===== config.mk =====
export PLATFORM = sky130hd
export DESIGN_NAME = up3_mem_arbiter_flat
export DESIGN_NICKNAME = d
export VERILOG_FILES = /design/src/rtl/up3_pkg.sv /design/src/rtl/up3_mem_arbiter_if.sv /design/src/rtl/up3_lock_timer.sv /design/src/rtl/up3_mem_arbiter.sv /design/src/flat_wrapper.sv
export SDC_FILE = /design/constraint.sdc
export NUM_CORES = 1
export LEC_CHECK = 0
export CAP_MARGIN = 20
export CORE_MARGIN = 5
export CORE_UTILIZATION = 35
export CTS_BUF_LIST = sky130_fd_sc_hd__clkbuf_2
export DETAILED_ROUTE_END_ITERATION = 7
export DONT_BUFFER_PORTS = 1
export PLACE_DENSITY_LB_ADDON = 0.08
export SYNTH_ARGS = -nofsm -noshare
export SYNTH_HDL_FRONTEND = slang
export SYNTH_SLANG_ARGS = --single-unit

===== constraint.sdc =====
create_clock -name clk -period 6.54 [get_ports clk]
set_input_delay 1.962 -clock clk [delete_from_list [all_inputs] [get_ports clk]]
set_output_delay 1.962 -clock clk [all_outputs]
set_load 0.1 [all_outputs]

===== src/rtl/up3_pkg.sv =====
// Shared types for the up3 memory arbiter: FSM states, requester ids, stats helpers.
package up3_pkg;

  typedef enum logic [1:0] {
    S_IDLE = 2'd0,
    S_CPU  = 2'd1,
    S_EXT  = 2'd2,
    S_LOCK = 2'd3
  } arb_state_t;

  typedef enum logic {
    REQ_CPU = 1'b0,
    REQ_EXT = 1'b1
  } req_id_t;

  localparam int unsigned STAT_W = 16;

  // Saturating increment for the optional statistics counters
  function automatic logic [STAT_W-1:0] sat_inc(input logic [STAT_W-1:0] v);
    return (v == '1) ? v : v + STAT_W'(1);
  endfunction

endpackage


===== src/rtl/up3_mem_arbiter_if.sv =====
// Request/grant/return bus between the two requesters, the arbiter and the up3ram.
interface up3_mem_arbiter_if #(
  parameter int unsigned AW = 8,
  parameter int unsigned DW = 8
);
  logic          cpu_req;
  logic          cpu_we;
  logic [AW-1:0] cpu_addr;
  logic [DW-1:0] cpu_wdata;
  logic          cpu_gnt;
  logic          cpu_rvalid;
  logic [DW-1:0] cpu_rdata;

  logic          ext_req;
  logic          ext_we;
  logic [AW-1:0] ext_addr;
  logic [DW-1:0] ext_wdata;
  logic          ext_lock;
  logic          ext_gnt;
  logic          ext_rvalid;
  logic [DW-1:0] ext_rdata;

  logic          lock_err;

  logic [AW-1:0] ram_addr;
  logic [DW-1:0] ram_data;
  logic          ram_wren;
  logic [DW-1:0] ram_q;

  modport slave (
    input  cpu_req, cpu_we, cpu_addr, cpu_wdata,
    input  ext_req, ext_we, ext_addr, ext_wdata, ext_lock,
    input  ram_q,
    output cpu_gnt, cpu_rvalid, cpu_rdata,
    output ext_gnt, ext_rvalid, ext_rdata,
    output lock_err,
    output ram_addr, ram_data, ram_wren
  );

  modport master (
    output cpu_req, cpu_we, cpu_addr, cpu_wdata,
    output ext_req, ext_we, ext_addr, ext_wdata, ext_lock,
    output ram_q,
    input  cpu_gnt, cpu_rvalid, cpu_rdata,
    input  ext_gnt, ext_rvalid, ext_rdata,
    input  lock_err,
    input  ram_addr, ram_data, ram_wren
  );
endinterface


===== src/rtl/up3_lock_timer.sv =====
// Bounds how long the external port may hold the bus lock; blocks re-locking after a timeout.
module up3_lock_timer #(
  parameter int unsigned LOCK_MAX = 16
) (
  input  logic clk,
  input  logic reset,
  input  logic in_lock,
  input  logic ext_lock,
  output logic timeout_c,
  output logic lock_err,
  output logic lock_blk
);
  localparam int unsigned CW = $clog2(LOCK_MAX + 1);

  logic [CW-1:0] lock_cnt;

  assign timeout_c = in_lock & ext_lock & (lock_cnt == CW'(LOCK_MAX - 1));

  // Count consecutive locked cycles; clear whenever the lock is left
  always_ff @(posedge clk) begin
    if (reset) begin
      lock_cnt <= '0;
    end else if (in_lock && ext_lock && !timeout_c) begin
      lock_cnt <= lock_cnt + CW'(1);
    end else begin
      lock_cnt <= '0;
    end
  end

  // Timeout pulse and lock block, held until the requester drops ext_lock
  always_ff @(posedge clk) begin
    if (reset) begin
      lock_err <= 1'b0;
      lock_blk <= 1'b0;
    end else begin
      lock_err <= timeout_c;
      if (timeout_c) begin
        lock_blk <= 1'b1;
      end else if (!ext_lock) begin
        lock_blk <= 1'b0;
      end
    end
  end
endmodule


===== src/rtl/up3_mem_arbiter.sv =====
// up3ram arbiter: CPU vs external loader, round-robin with external bus lock and timeout.
// Build option: define UP3_ARB_STATS_EN to add saturating grant/conflict counters.
module up3_mem_arbiter
  import up3_pkg::*;
#(
  parameter int unsigned AW       = 8,
  parameter int unsigned DW       = 8,
  parameter int unsigned LOCK_MAX = 16
) (
  input  logic clk,
  input  logic reset,
  up3_mem_arbiter_if.slave bus
`ifdef UP3_ARB_STATS_EN
  ,
  output logic [STAT_W-1:0] cpu_gnt_cnt,
  output logic [STAT_W-1:0] ext_gnt_cnt,
  output logic [STAT_W-1:0] conflict_cnt
`endif
);
  arb_state_t    state, next_state;
  req_id_t       last_winner, next_winner;
  logic          cpu_gnt_c, ext_gnt_c, contend_c;
  logic          cpu_rv_q, ext_rv_q;
  logic          timeout_c, lock_blk, lock_err;
  logic [AW-1:0] addr_c;
  logic [DW-1:0] data_c;
  logic          wren_c;

  up3_lock_timer #(.LOCK_MAX(LOCK_MAX)) u_lock_timer (
    .clk       (clk),
    .reset     (reset),
    .in_lock   (state == S_LOCK),
    .ext_lock  (bus.ext_lock),
    .timeout_c (timeout_c),
    .lock_err  (lock_err),
    .lock_blk  (lock_blk)
  );

  // State and round-robin history
  always_ff @(posedge clk) begin
    if (reset) begin
      state       <= S_IDLE;
      last_winner <= REQ_EXT;
    end else begin
      state       <= next_state;
      last_winner <= next_winner;
    end
  end

  // Grant decision and next state; no grants while reset is asserted
  always_comb begin
    cpu_gnt_c   = 1'b0;
    ext_gnt_c   = 1'b0;
    contend_c   = 1'b0;
    next_winner = last_winner;
    next_state  = state;
    if (!reset) begin
      if (state == S_LOCK) begin
        ext_gnt_c = bus.ext_req;
      end else if (bus.cpu_req && bus.ext_req) begin
        contend_c = 1'b1;
        if (last_winner == REQ_EXT) begin
          cpu_gnt_c   = 1'b1;
          next_winner = REQ_CPU;
        end else begin
          ext_gnt_c   = 1'b1;
          next_winner = REQ_EXT;
        end
      end else begin
        cpu_gnt_c = bus.cpu_req;
        ext_gnt_c = bus.ext_req;
      end
    end
    if (state == S_LOCK) begin
      next_state = (timeout_c || !bus.ext_lock) ? S_IDLE : S_LOCK;
    end else if (ext_gnt_c && bus.ext_lock && !lock_blk) begin
      next_state = S_LOCK;
    end else if (cpu_gnt_c) begin
      next_state = S_CPU;
    end else if (ext_gnt_c) begin
      next_state = S_EXT;
    end else begin
      next_state = S_IDLE;
    end
  end

  // RAM port mux: winner drives the RAM, CPU signals park on it when idle
  always_comb begin
    addr_c = bus.cpu_addr;
    data_c = bus.cpu_wdata;
    wren_c = 1'b0;
    if (ext_gnt_c) begin
      addr_c = bus.ext_addr;
      data_c = bus.ext_wdata;
      wren_c = bus.ext_we;
    end else if (cpu_gnt_c) begin
      wren_c = bus.cpu_we;
    end
  end

  // Read-return tags, one cycle behind the read grant
  always_ff @(posedge clk) begin
    if (reset) begin
      cpu_rv_q <= 1'b0;
      ext_rv_q <= 1'b0;
    end else begin
      cpu_rv_q <= cpu_gnt_c & ~bus.cpu_we;
      ext_rv_q <= ext_gnt_c & ~bus.ext_we;
    end
  end

  assign bus.cpu_gnt    = cpu_gnt_c;
  assign bus.ext_gnt    = ext_gnt_c;
  assign bus.cpu_rvalid = cpu_rv_q & ~reset;
  assign bus.ext_rvalid = ext_rv_q & ~reset;
  assign bus.cpu_rdata  = bus.ram_q;
  assign bus.ext_rdata  = bus.ram_q;
  assign bus.lock_err   = lock_err;
  assign bus.ram_addr   = addr_c;
  assign bus.ram_data   = data_c;
  assign bus.ram_wren   = wren_c;

`ifdef UP3_ARB_STATS_EN
  // Saturating grant and contention counters
  always_ff @(posedge clk) begin
    if (reset) begin
      cpu_gnt_cnt  <= '0;
      ext_gnt_cnt  <= '0;
      conflict_cnt <= '0;
    end else begin
      if (cpu_gnt_c) cpu_gnt_cnt  <= sat_inc(cpu_gnt_cnt);
      if (ext_gnt_c) ext_gnt_cnt  <= sat_inc(ext_gnt_cnt);
      if (contend_c) conflict_cnt <= sat_inc(conflict_cnt);
    end
  end
`endif
endmodule


===== src/flat_wrapper.sv =====
// flat-port wrapper written by rule: the top's interface ports become plain ports
module up3_mem_arbiter_flat import up3_pkg::*;
#(
  parameter int unsigned AW       = 8,
  parameter int unsigned DW       = 8,
  parameter int unsigned LOCK_MAX = 16
)
  (clk, reset, bus_cpu_req, bus_cpu_we, bus_cpu_addr, bus_cpu_wdata, bus_ext_req, bus_ext_we, bus_ext_addr, bus_ext_wdata, bus_ext_lock, bus_ram_q, bus_cpu_gnt, bus_cpu_rvalid, bus_cpu_rdata, bus_ext_gnt, bus_ext_rvalid, bus_ext_rdata, bus_lock_err, bus_ram_addr, bus_ram_data, bus_ram_wren);
  up3_mem_arbiter_if #(.AW(AW), .DW(DW)) bus_i ();
  input  logic clk;
  input  logic reset;
  input wire logic [$bits(bus_i.cpu_req)-1:0] bus_cpu_req;
  input wire logic [$bits(bus_i.cpu_we)-1:0] bus_cpu_we;
  input wire logic [$bits(bus_i.cpu_addr)-1:0] bus_cpu_addr;
  input wire logic [$bits(bus_i.cpu_wdata)-1:0] bus_cpu_wdata;
  input wire logic [$bits(bus_i.ext_req)-1:0] bus_ext_req;
  input wire logic [$bits(bus_i.ext_we)-1:0] bus_ext_we;
  input wire logic [$bits(bus_i.ext_addr)-1:0] bus_ext_addr;
  input wire logic [$bits(bus_i.ext_wdata)-1:0] bus_ext_wdata;
  input wire logic [$bits(bus_i.ext_lock)-1:0] bus_ext_lock;
  input wire logic [$bits(bus_i.ram_q)-1:0] bus_ram_q;
  output wire logic [$bits(bus_i.cpu_gnt)-1:0] bus_cpu_gnt;
  output wire logic [$bits(bus_i.cpu_rvalid)-1:0] bus_cpu_rvalid;
  output wire logic [$bits(bus_i.cpu_rdata)-1:0] bus_cpu_rdata;
  output wire logic [$bits(bus_i.ext_gnt)-1:0] bus_ext_gnt;
  output wire logic [$bits(bus_i.ext_rvalid)-1:0] bus_ext_rvalid;
  output wire logic [$bits(bus_i.ext_rdata)-1:0] bus_ext_rdata;
  output wire logic [$bits(bus_i.lock_err)-1:0] bus_lock_err;
  output wire logic [$bits(bus_i.ram_addr)-1:0] bus_ram_addr;
  output wire logic [$bits(bus_i.ram_data)-1:0] bus_ram_data;
  output wire logic [$bits(bus_i.ram_wren)-1:0] bus_ram_wren;
  assign bus_i.cpu_req = bus_cpu_req;
  assign bus_i.cpu_we = bus_cpu_we;
  assign bus_i.cpu_addr = bus_cpu_addr;
  assign bus_i.cpu_wdata = bus_cpu_wdata;
  assign bus_i.ext_req = bus_ext_req;
  assign bus_i.ext_we = bus_ext_we;
  assign bus_i.ext_addr = bus_ext_addr;
  assign bus_i.ext_wdata = bus_ext_wdata;
  assign bus_i.ext_lock = bus_ext_lock;
  assign bus_i.ram_q = bus_ram_q;
  assign bus_cpu_gnt = bus_i.cpu_gnt;
  assign bus_cpu_rvalid = bus_i.cpu_rvalid;
  assign bus_cpu_rdata = bus_i.cpu_rdata;
  assign bus_ext_gnt = bus_i.ext_gnt;
  assign bus_ext_rvalid = bus_i.ext_rvalid;
  assign bus_ext_rdata = bus_i.ext_rdata;
  assign bus_lock_err = bus_i.lock_err;
  assign bus_ram_addr = bus_i.ram_addr;
  assign bus_ram_data = bus_i.ram_data;
  assign bus_ram_wren = bus_i.ram_wren;
  up3_mem_arbiter #(.AW(AW), .DW(DW), .LOCK_MAX(LOCK_MAX)) u_core (.clk(clk), .reset(reset), .bus(bus_i));
endmodule

=== After elaboration in Yosys (flattened, before gate mapping) ===
Cells that the tools add are included.

* Mux-type cells: 19
* Eq/ne operators: 3
* Bitwise operators: 11
* $add $sub $neg: 1
* Reductions and logical operators: 11

{| class="wikitable"
|+ Operator list
! kind !! count
|-
| $mux W8 || 2
|-
| $mux W1 || 12
|-
| $mux W2 || 5
|-
| $and A1 B1 Y1 || 6
|-
| $add A5 B1 Y5 const B || 1
|-
| $eq A5 B4 Y1 const B || 1
|-
| $logic_and A1 B1 Y1 || 5
|-
| $not A1 Y1 || 5
|-
| $logic_not A1 Y1 || 3
|-
| $eq A2 B2 Y1 const B || 1
|-
| $ne A2 B1 Y1 const B || 1
|-
| $reduce_and A2 Y1 || 1
|-
| $reduce_or A2 Y1 || 1
|-
| $logic_or A1 B1 Y1 || 1
|}

* Bits in registers: 12
* Input bits: 47

=== Logic depth before layout (Yosys ltp) ===
Gate-level depths: netlist (run 1).

* Word-level depth: 8
* Mapped depth: 6

=== Modules after synthesis ===
A second synthesis (run 1) with hierarchy kept.

* Cells, all modules: 89
* Area, all modules: 829.5 µm²

{| class="wikitable"
|+ By module, submodules not included
! module !! sequential area each (µm²) !! instances !! area an instance (µm²) !! cells each
|-
| up3_mem_arbiter || 100.1 || 1 || 578.1 || 62
|-
| up3_lock_timer || 140.1 || 1 || 251.5 || 27
|}

=== Worst setup path before layout (run 1) ===
Ideal clock, no wire load.

* Kind: input port to output port
* Start: input bus_cpu_req
* End: output bus_ram_wren
* Arrival: 4.126 ns
* Cell stages on the path: 4
* Buffers on the path: 0
* Setup slack: 0.452 ns
* Cell sequence: a21bo_2 -> or3b_2 -> inv_1 -> a22o_1

* Longest elaborated chain between the ends: 6

{| class="wikitable"
|+ RTL lines
! element !! line !! source
|-
| start: declaration || flat_wrapper.sv:12 || <nowiki>input wire logic [$bits(bus_i.cpu_req)-1:0] bus_cpu_req;</nowiki>
|-
| $logic_and A1 B1 Y1 || up3_mem_arbiter.sv:60 || <nowiki>end else if (bus.cpu_req && bus.ext_req) begin</nowiki>
|-
| $mux W1 (*) || up3_mem_arbiter.sv:60 ||
|-
| $mux W1 (*) || up3_mem_arbiter.sv:58 || <nowiki>if (state == S_LOCK) begin</nowiki>
|-
| $mux W1 (*) || up3_mem_arbiter.sv:57 || <nowiki>if (!reset) begin</nowiki>
|-
| via bus_cpu_gnt || flat_wrapper.sv:22 || <nowiki>output wire logic [$bits(bus_i.cpu_gnt)-1:0] bus_cpu_gnt;</nowiki>
|-
| $mux W1 (*) || up3_mem_arbiter.sv:96 || <nowiki>end else if (cpu_gnt_c) begin</nowiki>
|-
| $mux W1 (*) || up3_mem_arbiter.sv:92 || <nowiki>if (ext_gnt_c) begin</nowiki>
|-
| end: declaration || flat_wrapper.sv:31 || <nowiki>output wire logic [$bits(bus_i.ram_wren)-1:0] bus_ram_wren;</nowiki>
|}

Mark *: on every way through the listed nets, which the timed path passes. The rest lies on a longest branch.

=== Final worst setup path (run 1) ===
* Start: input bus_ext_req
* End: output bus_ram_addr[0]

* Longest elaborated chain between the ends: 5

{| class="wikitable"
|+ RTL lines
! element !! line !! source
|-
| start: declaration || flat_wrapper.sv:16 || <nowiki>input wire logic [$bits(bus_i.ext_req)-1:0] bus_ext_req;</nowiki>
|-
| $logic_and A1 B1 Y1 || up3_mem_arbiter.sv:60 ||
|-
| $mux W1 || up3_mem_arbiter.sv:60 ||
|-
| $mux W1 (*) || up3_mem_arbiter.sv:58 ||
|-
| $mux W1 (*) || up3_mem_arbiter.sv:57 ||
|-
| $mux W8 (*) || up3_mem_arbiter.sv:92 ||
|-
| end: declaration || flat_wrapper.sv:29 || <nowiki>output wire logic [$bits(bus_i.ram_addr)-1:0] bus_ram_addr;</nowiki>
|}

Every way passes the cells marked *; elsewhere a longest branch is shown, timed or not.

==> flow_metrics.env, run 1 <==
export IMPL_ff2ff_setup_slack_ns=4.89
export IMPL_die_w_um=58.6
export IMPL_die_area_mm2=0.00344
export IMPL_crit_cells=3
export IMPL_rsz0062_at_grt="false"
export IMPL_fmax_ghz=0.183
export IMPL_antenna_left=0
export IMPL_port_buffers=0
export IMPL_synth_mux_area_share_pct=21.8
export IMPL_cp_max_fo=19
export IMPL_dp_hpwl_mm=1.52
export IMPL_startpoint="bus_ext_req"
export IMPL_gp_congestion=0.747
export IMPL_drive_gt1_share_pct=36.4
export IMPL_crit_end="bus_ram_addr[0]"
export IMPL_clockBufferDepth=2
export IMPL_htree_levels=1
export IMPL_run_status="complete, no violations"
export IMPL_tightestPinTransition_ns=1.07
export IMPL_path_cells="inv_1 -> a311oi_4 -> mux2_2"
export IMPL_worstPathRequired_ns=4.58
export IMPL_syn2layout_area_growth_pct=-6.51
export IMPL_crit_path_end_kind="primary output"
export IMPL_synth_seq_area_share_pct=29.0
export IMPL_critPathLaunchType="primary input"
export IMPL_clock_latency_ns=0.26
export IMPL_slowest_stage="a311oi_4"
export IMPL_cts_hold_buf=0
export IMPL_setup_viol=0
export IMPL_numCtsBuffers=3
export IMPL_synth_top_family_by_area="multiplexers"
export IMPL_min_from="u_core.u_lock_timer.lock_cnt[0]$_SDFF_PP0_"
export IMPL_maxCapViolations=0
export IMPL_drt_pass1_iter_count=4
export IMPL_grt_max_degree=20
export IMPL_syn_nets=137
export IMPL_yosys_area_share_simple_pct=18.0
export IMPL_multi_input_area_um2=438
export IMPL_grt_overflow=0
export IMPL_pin_count=85
export IMPL_ys_ff_latch=12
export IMPL_ys_types=27
export IMPL_drv_slew=0
export IMPL_final_period_utilization_pct=83.7
export IMPL_critPathTopFamily="compound AO/OA/AOI/OAI gates"
export IMPL_routed_via_count=539
export IMPL_slew_headroom_pct=28.2
export IMPL_reg2reg_from="u_core.state[0]$_SDFF_PP0_"
export IMPL_yosysWarnings=0
export IMPL_netlist_area_um2=827
export IMPL_synth_compound_area_share_pct=7.41
export IMPL_grt_usage_pct=10.5
export IMPL_avgRoutedWirePerCell_um=17.1
export IMPL_vdd_drop_max_v=0.000126
export IMPL_first_global_vias=587
export IMPL_syn_area_per_cell_um2=9.40
export IMPL_design_area_um2=773
export IMPL_initial_core_util_pct=37.0
export IMPL_fp_row_count=17
export IMPL_synth_cells=88
export IMPL_path_class="in -> out"
export IMPL_post_cts_buffers=0
export IMPL_final_seq_area_um2=240
export IMPL_fill_cells=242
export IMPL_skew_ns=0.00819
export IMPL_min_path_type="reg -> reg"
export IMPL_hold_ws_ns=0.458
export IMPL_nNetsFinal=127
export IMPL_power_density_mw_per_mm2=264
export IMPL_reg2regPathDepth=3
export IMPL_drt_initial_drc_count=9
export IMPL_synthAdderAreaFrac_pct=3.03
export IMPL_antenna_cells=0
export IMPL_r2r_end="u_core.ext_rv_q$_SDFF_PP0_"
export IMPL_clk_pin_slew_ns=0.13
export IMPL_critPathArrivalTime_ns=3.51
export IMPL_cts_tree="yes"
export IMPL_crit_path_max_incr_delay_ns=0.81
export IMPL_core_area_mm2=0.00223
export IMPL_hold_viol=0
export IMPL_dpl_cell_area_um2=754
export IMPL_fin_crit_ns=5.47
export IMPL_clkSinkCount=12
export IMPL_drc=0
export IMPL_fin_setup_tns_ns=0
export IMPL_cp_num_buf_inv=1
export IMPL_grt_pass1_wl_mm=2.73
export IMPL_ctsResizeCount=0
export IMPL_synth_xor_area_share_pct=2.12
export IMPL_die_h_um=58.6
export IMPL_viasPerCell=5.13
export IMPL_p_leak_nw=0.289
export IMPL_cts_root_buf="clkbuf_2"
export IMPL_wl_mm=1.79
export IMPL_antenna_found_initial=0
==> power breakdown <==
part | internal (mW) | total (mW) | switching, mW
clock network | 0.0133 | 0.0378 | 0.0245
registers | 0.0748 | 0.0766 | 0.00176
logic | 0.0130 | 0.0895 | 0.0765
==> cells in the final DEF, fill, tap and decap left out, types with 2 or more instances in the layout <==
cell and count:
clkbuf_2 3, or3_1 2, nand2_1 2, buf_4 3, inv_1 5, mux2_2 16
ha_1 2, nor2_1 7, nor2b_2 2, nor2b_1 3, dfxtp_1 12, nand3_1 3
nand2b_1 2
==> per-stage QoR <==
step	cells	total power [mW]	utilization [%]	setup WS (ns)
global route	105	0.213	34.6	0.970
global placement	101	0.168	33.8	1.09
finish	105	0.204	34.6	1.07
floorplan	88	0.210	-	0.452
detailed placement	101	0.168	33.8	1.08
CTS	105	0.208	34.6	1.04
==> worst min path at each step <==
stage,endpoint,slack (ns),depth (start not counted)
floorplan,u_core.u_lock_timer.lock_cnt[0]$_SDFF_PP0_,0.42,1
global placement,u_core.u_lock_timer.lock_cnt[0]$_SDFF_PP0_,0.43,1
detailed placement,u_core.u_lock_timer.lock_cnt[0]$_SDFF_PP0_,0.44,1
CTS,u_core.u_lock_timer.lock_cnt[0]$_SDFF_PP0_,0.46,1
global route,u_core.u_lock_timer.lock_cnt[0]$_SDFF_PP0_,0.48,1
finish,u_core.u_lock_timer.lock_cnt[0]$_SDFF_PP0_,0.46,1
==> cell usage after synthesis <==
cell	instances	area, µm²
nand3b_1	1	7.51
nand3_1	3	15.0
buf_4	16	120
nand2_1	2	7.51
nand4_1	1	6.26
clkbuf_1	1	3.75
a21oi_1	1	5.00
nand4b_1	1	8.76
or3_1	2	12.5
xnor2_1	1	8.76
nor2b_1	5	31.3
a22o_1	1	8.76
inv_1	5	18.8
and3_1	1	6.26
a31oi_1	1	6.26
xor2_1	1	8.76
dfxtp_1	12	240
nand2_2	1	6.26
mux2_2	16	180
nand2b_1	2	12.5
o21ai_0	1	5.00
buf_6	1	11.3
a311oi_4	1	26.3
ha_1	2	25.0
or3b_2	1	8.76
nor2_1	7	26.3
a21bo_2	1	10.0
==> worst register-to-register path: stages (launching register included) <==
cell	delay, ns
dfxtp_1	0.42
nand2_2	0.12
a311oi_4	0.84
nor2b_1	0.21
==> state kept, by name, summed over array words and instances, names as in the netlist <==
register and count:
u_core.u_lock_timer.lock_cnt 5, u_core.cpu_rv_q 1, u_core.u_lock_timer.lock_blk 1, u_core.state 2, u_core.last_winner 1, u_core.ext_rv_q 1
u_core.u_lock_timer.lock_err 1
==> routing by layer <==
| metal | track usage, % | vias up | part of all wire [%] |
|---|---|---|---|
| met5 | 0 | - | 0 |
| met4 | 5.50 | 0 | 2.8 |
| met3 | 6.36 | 7 | 14 |
| met2 | 16.3 | 41 | 45 |
| met1 | 11.1 | 231 | 38 |
| li1 | - | 260 | - |
==> logic make-up after synthesis <==
kind of cell,count (synthesis)
compound gates,6
xor+xnor,2
fa+ha+maj,2
buf+inv,23
flops,12
mux,16
simple gates,27
==> area by class of cell <==
type | count | share of cell area [%]
timing repair buffer | 3 | 2.91
inverter | 5 | 2.43
clock inverter | 1 | 0.485
sequential | 12 | 31.1
tap | 28 | 4.53
clock buffer | 3 | 1.94
multi-input combinational | 53 | 56.6
Note: power is estimated with default switching activity, not from simulation.
==> run 2, diff against run 1 <==
==> constraint.sdc (replaced) <==
create_clock -name clk -period 5.65 [get_ports clk]
set_input_delay 1.695 -clock clk [delete_from_list [all_inputs] [get_ports clk]]
set_output_delay 1.695 -clock clk [all_outputs]
set_load 0.1 [all_outputs]
==> run 2 against run 1 <==
  * Largest power group unchanged
  * Setup slack worse by 0.19 ns
  * Core utilization grew 1.1 points
  * Sequential share of layout area is 0.93 points lower
  * Power is 15% higher
  * Register-to-register slack got worse by 0.80 ns
==> flow_metrics.env, run 2 (same netlist as run 1, synthesis figures left out) <==
export IMPL_routed_via_count=554
export IMPL_nNetsFinal=129
export IMPL_cts_tree="yes"
export IMPL_htree_levels=1
export IMPL_power_frac_seq_pct=37.8
export IMPL_drt_initial_drc_count=7
export IMPL_p_leak_nw=0.302
export IMPL_pin_count=85
export IMPL_hold_viol=0
export IMPL_clkSinkCount=12
export IMPL_cts_hold_buf=0
export IMPL_cts_root_buf="clkbuf_2"
export IMPL_drc=0
export IMPL_critPathLaunchType="primary input"
export IMPL_pwr_share_comb_pct=45.2
export IMPL_final_cell_mix="mux2_2 (16), dfxtp_1 (12), nor2_1 (7), inv_1 (5), buf_4 (4)"
export IMPL_first_global_vias=535
export IMPL_gp_congestion=0.688
export IMPL_path_class="in -> out"
export IMPL_p_sw_mw=0.116
export IMPL_avgRoutedWirePerCell_um=16.5
export IMPL_initial_core_util_pct=37.0
export IMPL_critPathArrivalTime_ns=3.08
export IMPL_port_buffers=0
export IMPL_cp_max_fo=19
export IMPL_fmax_ghz=0.209
export IMPL_die_h_um=58.6
export IMPL_final_period_utilization_pct=84.6
export IMPL_swShare_pct=49.7
export IMPL_crit_path_end_kind="primary output"
export IMPL_viasPerCell=5.23
export IMPL_reg_top3="u_core.u_lock_timer.lock_cnt: 5 flops, u_core.state: 2 flops"
export IMPL_core_area_mm2=0.00223
export IMPL_grt_usage_pct=9.85
export IMPL_largest_reg_flops=5
export IMPL_die_w_um=58.6
export IMPL_top_register="u_core.u_lock_timer.lock_cnt"
export IMPL_post_cts_buffers=0
export IMPL_syn2layout_area_growth_pct=-3.63
export IMPL_fp_row_count=17
export IMPL_clockBufferDepth=2
export IMPL_run_status="complete, no violations"
export IMPL_clockPowerShare_pct=17.1
export IMPL_tightestPinTransition_ns=0.940
export IMPL_die_area_mm2=0.00344
export IMPL_antenna_cells=0
export IMPL_wl_mm=1.74
export IMPL_min_path_type="reg -> reg"
export IMPL_fin_setup_tns_ns=0
export IMPL_grt_max_degree=20
export IMPL_skew_ns=0.00840
export IMPL_maxCapViolations=0
export IMPL_clk_pin_slew_ns=0.10
export IMPL_rsz0062_at_grt="false"
export IMPL_grt_pass1_wl_mm=2.50
export IMPL_worstPathRequired_ns=3.95
export IMPL_antenna_left=0
export IMPL_power_density_mw_per_mm2=293
export IMPL_hold_ws_ns=0.455
export IMPL_clock_latency_ns=0.25
export IMPL_setup_viol=0
export IMPL_grt_overflow=0
export IMPL_intPower_mw=0.118
export IMPL_slew_headroom_pct=37.2
export IMPL_dp_hpwl_mm=1.48
export IMPL_drt_pass1_iter_count=4
export IMPL_final_common_cell="mux2_2"
export IMPL_antenna_found_initial=0
export IMPL_vdd_drop_max_v=0.000122
export IMPL_fin_crit_ns=4.78
export IMPL_numCtsBuffers=3
export IMPL_drv_slew=0
export IMPL_drive_gt1_share_pct=38.5
export IMPL_ctsResizeCount=0
## run 2: cell count changes in the layout (fill, tap and decap cells not counted), sizes merged
cell / previous run / this run
buf: 3 / 5
clkinv: 1 / 0
## run 2: layout make-up
cell class / instances / area, µm²
fill: 227 / 1440
multi-input combinational: 53 / 438
sequential: 12 / 240
timing repair buffer: 5 / 50.0
tap: 28 / 35.0
inverter: 5 / 18.8
clock buffer: 3 / 15.0
## run 2: path summary, 6_finish.rpt
path	start	to	slack, ns	cells past startpoint
max reg2reg	u_core.u_lock_timer.lock_cnt[0]$_SDFF_PP0_	u_core.u_lock_timer.lock_cnt[2]$_SDFF_PP0_	4.09	5
min reg2reg	u_core.u_lock_timer.lock_cnt[0]$_SDFF_PP0_	u_core.u_lock_timer.lock_cnt[0]$_SDFF_PP0_	0.45	1
min	u_core.u_lock_timer.lock_cnt[0]$_SDFF_PP0_	u_core.u_lock_timer.lock_cnt[0]$_SDFF_PP0_	0.45	1
max	bus_ext_req	bus_ram_addr[7]	0.87	4
## run 2: metrics by stage
stage          utilization [%]  cells  total power [mW]  worst slack, ns  instance area [µm²]
6_report                  35.7    106             0.234            0.872                  797
5_1_grt                   35.7    106             0.245            0.814                  797
2_1_floorplan                -     88             0.243           0.0964                  827
3_3_place_gp              35.0    103             0.196            0.883                  782
3_5_place_dp              35.0    103             0.196            0.860                  782
4_1_cts                   35.7    106             0.238            0.867                  797
## run 2: layer usage
| metal | wire, µm | up-vias | global-route usage, % |
|---|---|---|---|
| met3 | 250 | 7 | 7.02 |
| met1 | 591 | 242 | 10.1 |
| met2 | 850 | 41 | 14.2 |
| met5 | 0 | - | 0 |
| li1 | - | 264 | - |
| met4 | 51 | 0 | 6.47 |
## run 2: power groups by stage
stage / Combinational, mW / Sequential (mW) / Clock, mW
after floorplan: 0.153 / 0.0900 / 0
after global placement: 0.106 / 0.0903 / 0
after detailed placement: 0.106 / 0.0902 / 0
after CTS: 0.106 / 0.0883 / 0.0432
after global routing: 0.108 / 0.0886 / 0.0485
final: 0.106 / 0.0883 / 0.0399
## run 2: critical path, stage by stage
cell and delay, ns:
inv_1 0.05, a311oi_4 0.25, buf_4 0.45, mux2_2 0.62
==> run 3, diff against run 2 <==
==> constraint.sdc (replaced) <==
create_clock -name clk -period 3.9 [get_ports clk]
set_input_delay 1.17 -clock clk [delete_from_list [all_inputs] [get_ports clk]]
set_output_delay 1.17 -clock clk [all_outputs]
set_load 0.1 [all_outputs]
==> run 3 against run 2 <==
  * Sequential share of layout area shrank 8.6 points
  * Critical endpoint is now bus_ram_addr[2]
  * Non-clock buffer count grew 16
  * Critical path type unchanged
  * Highest routed layer unchanged
  * Register-to-register slack lost 1.8 ns
  * Final cell count grew 15%
  * Combinational power grew 100%
  * Count of clock-buffer cells in the layout is the same
==> flow_metrics.env, run 3 (same netlist as run 1, synthesis figures left out) <==
export IMPL_run_status="complete, no violations"
export IMPL_maxCapViolations=0
export IMPL_die_w_um=58.6
export IMPL_drt_initial_drc_count=11
export IMPL_cts_root_buf="clkbuf_2"
export IMPL_grt_pass1_wl_mm=3.28
export IMPL_numCtsBuffers=3
export IMPL_final_period_utilization_pct=90.4
export IMPL_avgRoutedWirePerCell_um=16.5
export IMPL_dp_hpwl_mm=1.72
export IMPL_worstPathRequired_ns=2.73
export IMPL_final_cells=122
export IMPL_grt_max_degree=20
export IMPL_hold_viol=0
export IMPL_cp_max_fo=19
export IMPL_critPathArrivalTime_ns=2.36
export IMPL_initial_core_util_pct=37.0
export IMPL_die_area_mm2=0.00344
export IMPL_min_from="u_core.u_lock_timer.lock_cnt[0]$_SDFF_PP0_"
export IMPL_nNetsFinal=145
export IMPL_ctsResizeCount=0
export IMPL_cts_tree="yes"
export IMPL_critPathLaunchType="primary input"
export IMPL_r2r_end="u_core.u_lock_timer.lock_cnt[2]$_SDFF_PP0_"
export IMPL_wl_mm=2.02
export IMPL_clk_pin_slew_ns=0.09
export IMPL_syn2layout_area_growth_pct=35.1
export IMPL_first_global_vias=717
export IMPL_antenna_found_initial=0
export IMPL_gp_congestion=0.680
export IMPL_viasPerCell=4.98
export IMPL_path_class="in -> out"
export IMPL_crit_path_max_incr_delay_ns=0.39
export IMPL_grt_overflow=0
export IMPL_fin_setup_tns_ns=0
export IMPL_htree_levels=1
export IMPL_dpl_cell_count=119
export IMPL_wl_met3_um=255
export IMPL_ff2ff_setup_slack_ns=2.34
export IMPL_setup_viol=0
export IMPL_critPathTopFamily="buffers and inverters"
export IMPL_cts_hold_buf=0
export IMPL_final_cell_mix="mux2_2 (16), buf_12 (16), dfxtp_1 (12), nor2_1 (7), buf_4 (5)"
export IMPL_hold_path_end="u_core.u_lock_timer.lock_cnt[0]$_SDFF_PP0_"
export IMPL_drc=0
export IMPL_port_buffers=0
export IMPL_slew_headroom_pct=38.0
export IMPL_die_h_um=58.6
export IMPL_fp_row_count=17
export IMPL_fin_crit_ns=3.53
export IMPL_top_register="u_core.u_lock_timer.lock_cnt"
export IMPL_power_density_mw_per_mm2=358
export IMPL_vdd_drop_max_v=0.000166
export IMPL_rsz0062_at_grt="false"
export IMPL_drt_pass1_iter_count=4
export IMPL_path_cells="inv_1 -> a311oi_4 -> buf_4 -> mux2_2 -> buf_12"
export IMPL_drv_slew=0
export IMPL_post_cts_buffers=0
export IMPL_grt_usage_pct=12.7
export IMPL_tightestPinTransition_ns=0.929
export IMPL_fmax_ghz=0.284
export IMPL_drive_gt1_share_pct=51.1
export IMPL_reg_top3="u_core.u_lock_timer.lock_cnt: 5 flops, u_core.state: 2 flops"
export IMPL_pin_count=85
export IMPL_slowest_stage="mux2_2"
export IMPL_clock_latency_ns=0.27
export IMPL_fill_cells=210
export IMPL_crit_path_end_kind="primary output"
export IMPL_wl_met2_um=975
export IMPL_clkSinkCount=12
export IMPL_antenna_cells=0
export IMPL_skew_ns=0.0158
export IMPL_largest_reg_flops=5
export IMPL_routed_via_count=607
export IMPL_reg2regPathDepth=5
export IMPL_whs_path_depth=1
export IMPL_cp_num_buf_inv=3
export IMPL_wl_met1_um=728
export IMPL_min_path_type="reg -> reg"
export IMPL_core_area_mm2=0.00223
export IMPL_antenna_left=0
export IMPL_p_leak_nw=0.446
export IMPL_clockBufferDepth=2
export IMPL_top_layer="met4"
export IMPL_reg2reg_from="u_core.u_lock_timer.lock_cnt[0]$_SDFF_PP0_"
run 3: changes by cell type in the layout (fill, tap and decap cells not counted):
cell	previous run	this run
a22o_1	1	0
buf_12	1	16
buf_4	4	5
a22o_4	0	1
clkinvlp_4	0	1
inv_1	5	4
run 3: worst max-delay path by stage:
stage	startpoint	end	cells after the start
after floorplan	bus_ext_req	bus_ram_addr[5]	4
after global placement	bus_ext_req	bus_ram_addr[2]	5
after detailed placement	bus_ext_req	bus_ram_data[1]	5
after CTS	bus_ext_req	bus_ram_data[1]	5
after global routing	bus_ext_req	bus_ram_addr[6]	5
final	bus_ext_req	bus_ram_addr[2]	5
run 3: metal layers:
| layer | GRT usage [%] | up-vias |
|---|---|---|
| met2 | 18.7 | 38 |
| li1 | - | 295 |
| met1 | 13.1 | 262 |
| met5 | 0 | - |
| met3 | 7.89 | 12 |
| met4 | 9.39 | 0 |
run 3: area by class of cell:
type	count	area (µm²)	share of cell area (%)
multi-input combinational	53	447	40.0
tap	28	35.0	3.14
timing repair buffer	21	358	32.0
inverter	5	22.5	2.02
clock buffer	3	15.0	1.34
sequential	12	240	21.5
run 3: per-stage QoR:
stage | hold WS [ns] | power (mW) | util [%] | setup slack [ns] | instance area, µm²
after floorplan | 0.418 | 0.354 | - | 0.0929 | 840
after global placement | 0.434 | 0.344 | 49.4 | 0.395 | 1100
final | 0.458 | 0.400 | 50.0 | 0.375 | 1120
after CTS | 0.467 | 0.403 | 50.0 | 0.374 | 1120
after detailed placement | 0.452 | 0.344 | 49.4 | 0.387 | 1100
after global routing | 0.488 | 0.414 | 50.0 | 0.331 | 1120
run 3: where the power goes:
group	total [mW]	internal (mW)	switching, mW
combinational	0.212	0.0716	0.140
sequential	0.128	0.125	0.00289
clock	0.0596	0.0210	0.0386
total	0.400	0.218	0.182
